`config.mk`:
```
export PLATFORM = sky130hd
export DESIGN_NAME = cbus_arbiter
export DESIGN_NICKNAME = d
export VERILOG_FILES = /design/src/rtl/cbus_pkg.sv /design/src/rtl/cbus_arbiter.sv
export SDC_FILE = /design/constraint.sdc
export NUM_CORES = 1
export LEC_CHECK = 0
export ABC_CLOCK_PERIOD_IN_PS = 1600
export CAP_MARGIN = 20
export CORE_AREA = 2 2 247 249
export DETAILED_ROUTE_END_ITERATION = 16
export DIE_AREA = 0 0 249 251
export PLACE_DENSITY = 0.5
export SYNTH_ARGS = -nofsm -noshare
export SYNTH_HDL_FRONTEND = slang
export SYNTH_SLANG_ARGS = --single-unit
```
`constraint.sdc`:
```
create_clock -name clk -period 1.6 [get_ports clk]
set_input_delay 0.16 -clock clk [delete_from_list [all_inputs] [get_ports clk]]
set_output_delay 0.16 -clock clk [all_outputs]
set_load 0.01 [all_outputs]
```
`src/rtl/cbus_pkg.sv`:
```
// Shared cbus payload types and encodings used between the core, the arbiter and the MMU.
package cbus_pkg;

  localparam int unsigned ADDR_W = 64;
  localparam int unsigned DATA_W = 64;
  localparam int unsigned STRB_W = DATA_W / 8;

  localparam logic [2:0] MSIZE1 = 3'd0;
  localparam logic [2:0] MSIZE2 = 3'd1;
  localparam logic [2:0] MSIZE4 = 3'd2;
  localparam logic [2:0] MSIZE8 = 3'd3;

  localparam logic [3:0] MLEN1  = 4'd0;
  localparam logic [3:0] MLEN2  = 4'd1;
  localparam logic [3:0] MLEN4  = 4'd3;
  localparam logic [3:0] MLEN8  = 4'd7;
  localparam logic [3:0] MLEN16 = 4'd15;

  localparam logic [1:0] BURST_FIXED = 2'd0;
  localparam logic [1:0] BURST_INCR  = 2'd1;

  typedef struct packed {
    logic              valid;
    logic              is_write;
    logic [2:0]        size;
    logic [ADDR_W-1:0] addr;
    logic [STRB_W-1:0] strobe;
    logic [DATA_W-1:0] data;
    logic [3:0]        len;
    logic [1:0]        burst;
  } cbus_req_t;

  typedef struct packed {
    logic              ready;
    logic              last;
    logic [DATA_W-1:0] data;
  } cbus_resp_t;

endpackage

```
`src/rtl/cbus_arbiter.sv`:
```
// cbus_arbiter: merges NUM_PORTS upstream cbus requesters (0 = ifetch, 1 = dmem) onto the
// single cbus feeding the MMU. One transaction at a time; the granted request is held in a
// register until its last beat, followed by a one-cycle gap before the next grant.
// Build option: define CBUS_ARB_RR_EN for round-robin grant; otherwise the lowest valid
// port index wins.
module cbus_arbiter
  import cbus_pkg::*;
#(
  parameter int unsigned NUM_PORTS = 2
) (
  input  logic       clk,
  input  logic       reset,
  input  cbus_req_t  ireqs  [NUM_PORTS],
  output cbus_resp_t iresps [NUM_PORTS],
  output cbus_req_t  oreq,
  input  cbus_resp_t oresp
);

  localparam int unsigned IDX_W = $clog2(NUM_PORTS);

  typedef enum logic [1:0] {
    IDLE = 2'd0,
    BUSY = 2'd1,
    GAP  = 2'd2
  } state_t;

  state_t           state;
  logic [IDX_W-1:0] grant;
  logic [IDX_W-1:0] win;
  logic [IDX_W-1:0] cand;
  logic             any_valid;
  cbus_req_t        win_req;

`ifdef CBUS_ARB_RR_EN
  logic [IDX_W-1:0] rr_ptr;
`endif

  // Pick the winning requester; the search order depends on the grant policy
  always_comb begin
    win       = '0;
    cand      = '0;
    any_valid = 1'b0;
    for (int unsigned k = 0; k < NUM_PORTS; k++) begin
`ifdef CBUS_ARB_RR_EN
      cand = IDX_W'((32'(rr_ptr) + k) % NUM_PORTS);
`else
      cand = IDX_W'(k);
`endif
      if (!any_valid && ireqs[cand].valid) begin
        win       = cand;
        any_valid = 1'b1;
      end
    end
  end

  // Copy of the winning request as it will be presented downstream
  always_comb begin
    win_req       = ireqs[win];
    win_req.valid = 1'b1;
  end

  // Grant FSM with the registered downstream request
  always_ff @(posedge clk or negedge reset) begin
    if (!reset) begin
      state  <= IDLE;
      grant  <= '0;
      oreq   <= '0;
`ifdef CBUS_ARB_RR_EN
      rr_ptr <= '0;
`endif
    end else begin
      case (state)
        IDLE: begin
          if (any_valid) begin
            state  <= BUSY;
            grant  <= win;
            oreq   <= win_req;
`ifdef CBUS_ARB_RR_EN
            rr_ptr <= IDX_W'((32'(win) + 32'd1) % NUM_PORTS);
`endif
          end
        end
        BUSY: begin
          if (oresp.ready && oresp.last) begin
            state      <= GAP;
            oreq.valid <= 1'b0;
          end
        end
        GAP: begin
          state <= IDLE;
        end
        default: begin
          state <= IDLE;
        end
      endcase
    end
  end

  // Route the MMU response to the granted requester only, and only while a transaction is open
  always_comb begin
    for (int unsigned i = 0; i < NUM_PORTS; i++) begin
      iresps[i] = '0;
      if (state == BUSY && grant == IDX_W'(i)) begin
        iresps[i] = oresp;
      end
    end
  end

endmodule

```
* After elaboration in Yosys (flattened, before gate mapping)
Index checks and enable logic that the tools add are counted.
** Storage, ports and cells
- Bits in registers :: 150
- Bits in latches :: 0
- RAM bits :: 0
- ROM bits :: 0
- Input bits :: 362
- Output and inout bits :: 279
- Word-level logic and storage cells :: 40
- Memories :: 0
** Operators by class
- Add/subtract/negate cells :: 0
- $mul :: 0
- Divide/modulo/power cells :: 0
- $lt $le $gt $ge :: 1
- Eq/ne operators :: 3
- Shift-type cells :: 0
- Multiplexer cells :: 14
- Bitwise operators :: 2
- Reduce and logical (&&, ||, !) cells :: 10
** Operators with widths (number)
- two-way mux 146 bit :: 3
- two-way mux 147 bit :: 1
- two-way mux 66 bit :: 2
- logical AND 1 bit :: 4
- two-way mux 1 bit :: 4
- two-way mux 2 bit :: 2
- != test 2 bit (second input constant) :: 2
- one-hot mux 2 bit (2 select lines) :: 1
- AND reduction 2 bit :: 2
- AND reduction 3 bit :: 1
- == test 2 x 1 -> 1 bit (second input constant) :: 1
- >= comparator 2 bit (second input constant) :: 1
- zero test 2 bit :: 1
- NOT 1 -> 2 bit :: 1
- one-hot mux 1 bit (2 select lines) :: 1
- nonzero test 2 bit :: 1
- zero test 1 bit :: 1
- NOT 1 bit :: 1

* Longest topological paths before layout
- Word-level depth :: 10
- Mapped depth :: 5

* Worst setup path after synthesis
No wires, ideal clock.
- Kind :: reg2reg
- Start point :: reg state[0]
- End point :: reg oreq[112] in the netlist's numbering
- Data arrival time :: 1.385 ns
- Data required time :: 1.475 ns
- Setup slack :: 0.090 ns
- Stages on the path, launching flop included :: 6
- Path through :: dfrtp_1 > nor2_1 > o21a_1 > buf_4 > buf_2 > mux2_2
** On the way
- Cells in the longest elaborated chain, start to end :: 2
** RTL lines
- from (decl) :: line cbus_arbiter.sv:27 : state_t state;
- from (signal assigned) :: line cbus_arbiter.sv:65 : state <= IDLE;
- from (signal assigned) :: line cbus_arbiter.sv:75 : state <= BUSY;
- from (signal assigned) :: line cbus_arbiter.sv:85 : state <= GAP;
- zero test 2 bit :: line cbus_arbiter.sv:72 : case (state)
- AND reduction 2 bit (no line)
- to (signal assigned) :: line cbus_arbiter.sv:77 : oreq <= win_req;
- to (decl) :: line cbus_arbiter.sv:15 : output cbus_req_t oreq,
Every way passes these cells.
A chain may end at the register's enable or synchronous reset.

==> metrics.md <==
| Metric | Value |
|---|---|
| Die Y | 251 um |
| Req. time, crit path | 1.44 ns |
| Area delta synth->final | 104% |
| Worst-Skew Late Latency | 0.48 ns |
| Power Dens Cells | 1520 mW/mm^2 |
| Final Hold Viols | 0 |
| CTS tree | built |
| CP Buf/Inv Count | 4 |
| Clk pin slew, worst setup/hold paths | 0.07 ns |
| XOR/XNOR Fraction of Synth Area | 0 |
| IO Port Bufs | 640 |
| Area leader, netlist | dfrtp_1 |
| Vias | 7852 |
| Delay-heaviest family, CP | buffers and inverters |
| Synth top area share | 0.426 |
| CP peak stage delay | 0.38 ns |
| Peak VDD IR | 0.822 mV |
| Status | finished with violations |
| Clock Power Share | 0.158 |
| CP Cell Sequence | nand2b_4 -> nor2_4 -> buf_6 -> buf_8 -> clkbuf_16 -> and2_4 -> buf_6 |
| Setup CP Type | reg2out |
| Final Cell Area | 0.0180 mm^2 |
| Post-Synth Simple-Gate Area | 0.0994 |
| Met3 routed WL | 2940 um |
| Worst-case clock skew | 0.0131 ns |
| Die width | 249 um |
| Sequential power share | 0.247 |
| Clock sinks | 150 |
| Largest family of logic cells by synthesized area | multiplexers |
| I/O pins | 641 |
| DRT Pass-1 Iters | 4 |
| Logic gate share of total power | 0.595 |
| Drt via density | 3.66 |
| Max transition margin | 0.767 |
| CP arrival | 1.90 ns |
| Final period util | 1.29 |
| Post-Place Cell Area | 0.0165 mm^2 |
| Worst slew pin tran | 0.350 ns |
| Most used cell, CP | buf_6 |
| Synth Register Bits | 150 |
| Clk buf depth | 2 |
| Post-route ant nets | 0 |
| Power Internal | 18000 uW |
| Post-synth ARST share | 1.00 |
| RR Startpoint | state[0] |
| Initial DRC count | 187 |
| Synth Flop Type | dfrtp_1 |
| Share of cells above drive strength 1 | 0.494 |
| R2R Setup Slk | -0.02 ns |
| Final WL | 40000 um |
| Area of the core | 0.0598 mm^2 |
| Starting density of the core | 0.148 |
| DR top layer | met4 |
| Synth top area cells | dfrtp_1 (43%), mux2_4 (24%), mux2_2 (19%) |
| Max-cap violations | 0 |
| YS warnings | 0 |
| Wire length on met2 | 21400 um |
| Synthesized area per cell | 13.9 um^2 |
| Htree depth | 4 |
| DIE AREA | 0.0625 mm^2 |
| Distinct cells, synth | 17 |
| Sw power | 9280 uW |
| Antenna violations before repair | 1 |
| Num CTS Buffers | 17 |
| Post-synthesis mux area share | 0.432 |
| Largest net degree at the start of global routing | 51 |
| Synth Net Count | 997 |
| Failing checks | negative setup slack |
| Most frequent cell after synthesis | mux2_2 |
| Root Buffer | clkbuf_16 |
| RSZ-0062 raised after global routing | true |
| Leakage | 0.00823 uW |
| Hold/Removal Path Class | in2async |
| Fmax | 0.485 GHz |
| Max-slew violation count | 0 |
| Gpl congestion | 0.858 |
| CP endpoint kind | output port |
| Tmin final | 2.06 ns |
| PnR Total Power | 27300 uW |
| DRC viols | 0 |
| Row Count | 90 |
| Synth Area in Compound Gates | 0.00312 |
| Filler cells | 6175 |
| DP HPWL | 30900 um |
| Worst r2r dst | oreq[141] |
| Final setup fails | 163 |
| Final #Nets | 1711 |
| Reg area | 0.00376 mm^2 |
| Number of global-route vias before repair | 8433 |
| Adder-Cell Fraction of Synth Area | 0 |
| Post-synth EDFFs | 0 |
| Seq/Total Area, Yosys | 0.426 |
| Worst Setup Start Kind | flip-flop |
| Avg WL per Cell | 18.7 um |
| Switching Share | 0.341 |
| Critical path fanouts, max | 5 |
| List of most frequent post-synthesis cells | mux2_2 (152), dfrtp_1 (150), mux2_4 (140), and2_1 (132), buf_6 (16) |
| Met1 WL | 14200 um |
| Cells on worst reg2reg path | 5 |
| Syn Inst Count | 635 |
| Cell Area, Synth | 0.00882 mm^2 |
| Area of the multi-input gates | 0.00501 mm^2 |
| GRT Util Overall | 0.122 |
| First-pass GRT wire length | 55600 um |
| Overflow after GRT | 0 |
| Setup WS post-layout | -0.460 ns |
| Slowest stage cell, crit path | dfrtp_1 |
[logic make-up after synthesis]
logic type      Yosys count
mux                     292
flops                   150
simple gates            141
buf+inv                  47
compound gates            5
[registers in the layout, indices dropped and copies added, names as in the netlist]
signal,count
state,2
grant,1
oreq,147
[worst max-delay path by stage]
stage / slack, ns / end / start / depth (start not counted)
after floorplan: 0.09 / oreq[112] / state[0] / 5
after global routing: -0.57 / iresps[79] / state[1] / 7
after detailed placement: -0.37 / oreq[101] / ireqs[293] / 6
after CTS: -0.68 / iresps[61] / state[0] / 10
final: -0.46 / iresps[85] / state[1] / 7
after global placement: -0.36 / oreq[131] / ireqs[293] / 6
[per-layer routing]
layer | vias to the layer above | GRT usage
met5 | - | 0
met4 | 0 | 0.0563
met3 | 57 | 0.0460
met2 | 358 | 0.226
met1 | 3808 | 0.121
li1 | 3629 | -
[placed cells by master (no fill, tap or decap)]
| cell | n |
|---|---|
| clkdlybuf4s50_1 | 380 |
| mux2_2 | 152 |
| dfrtp_1 | 148 |
| mux2_4 | 140 |
| buf_6 | 132 |
| dlygate4sd2_1 | 108 |
| and2_4 | 106 |
| buf_4 | 42 |
| and2_1 | 26 |
| clkbuf_16 | 22 |
| buf_2 | 21 |
| buf_12 | 21 |
| dlymetal6s2s_1 | 18 |
| buf_8 | 9 |
| inv_6 | 6 |
| a21oi_1 | 3 |
| clkbuf_2 | 3 |
| nand2b_4 | 2 |
| nor2_4 | 2 |
| nor2_1 | 2 |
| bufinv_16 | 2 |
| clkbuf_8 | 2 |
| clkinv_4 | 2 |
| dfrtp_2 | 2 |
| diode_2 | 1 |
| inv_2 | 1 |
| o21a_4 | 1 |
| or2_2 | 1 |
| nand2_1 | 1 |
| o21ai_0 | 1 |
| nand2b_1 | 1 |
| clkinvlp_4 | 1 |
| clkinv_8 | 1 |
| clkinv_2 | 1 |
| buf_16 | 1 |
| dlygate4sd3_1 | 1 |
[per-stage QoR]
stage | hold WS [ns] | TNS [ns] | cells | worst slack (ns) | util
floorplan | -0.136 | 0 | 635 | 0.0901 | -
global placement | 0.0842 | -74.71 | 2067 | -0.363 | 0.277
CTS | 0.0910 | -70.47 | 2130 | -0.684 | 0.290
detailed placement | 0.0809 | -77.92 | 2067 | -0.374 | 0.277
finish | 0.140 | -43.24 | 2145 | -0.460 | 0.301
global route | 0.136 | -65.21 | 2145 | -0.574 | 0.301
[repair_timing]
item                                    4_1_cts  5_1_grt
endpoints found under the setup margin      256      288
pin swaps                                    10       32
cloned                                        6        7
buffers inserted                             24       19
resized for setup                           549      377
endpoints found under the hold margin       150        0
hold buffers                                  1        0
[cell type report]
| cell class | count | share of cell area |
|---|---|---|
| clock buffers | 19 | 0.0252 |
| flip-flops and latches | 150 | 0.209 |
| well taps | 782 | 0.0544 |
| clock inverters | 13 | 0.00884 |
| repair buffers | 741 | 0.423 |
| multi-input cells | 438 | 0.279 |
| diodes | 1 | 0.000139 |
| inverters | 1 | 0.000209 |
[power by group through the flow]
stage | clock, uW | combinational, uW | sequential, uW
finish | 4320 | 16200 | 6730
global route | 4700 | 17100 | 7000
CTS | 4590 | 14900 | 6790
detailed placement | 0 | 14800 | 6850
global placement | 0 | 14800 | 6810
floorplan | 0 | 5020 | 7640
No activity file was read; power rests on OpenSTA's default activity.
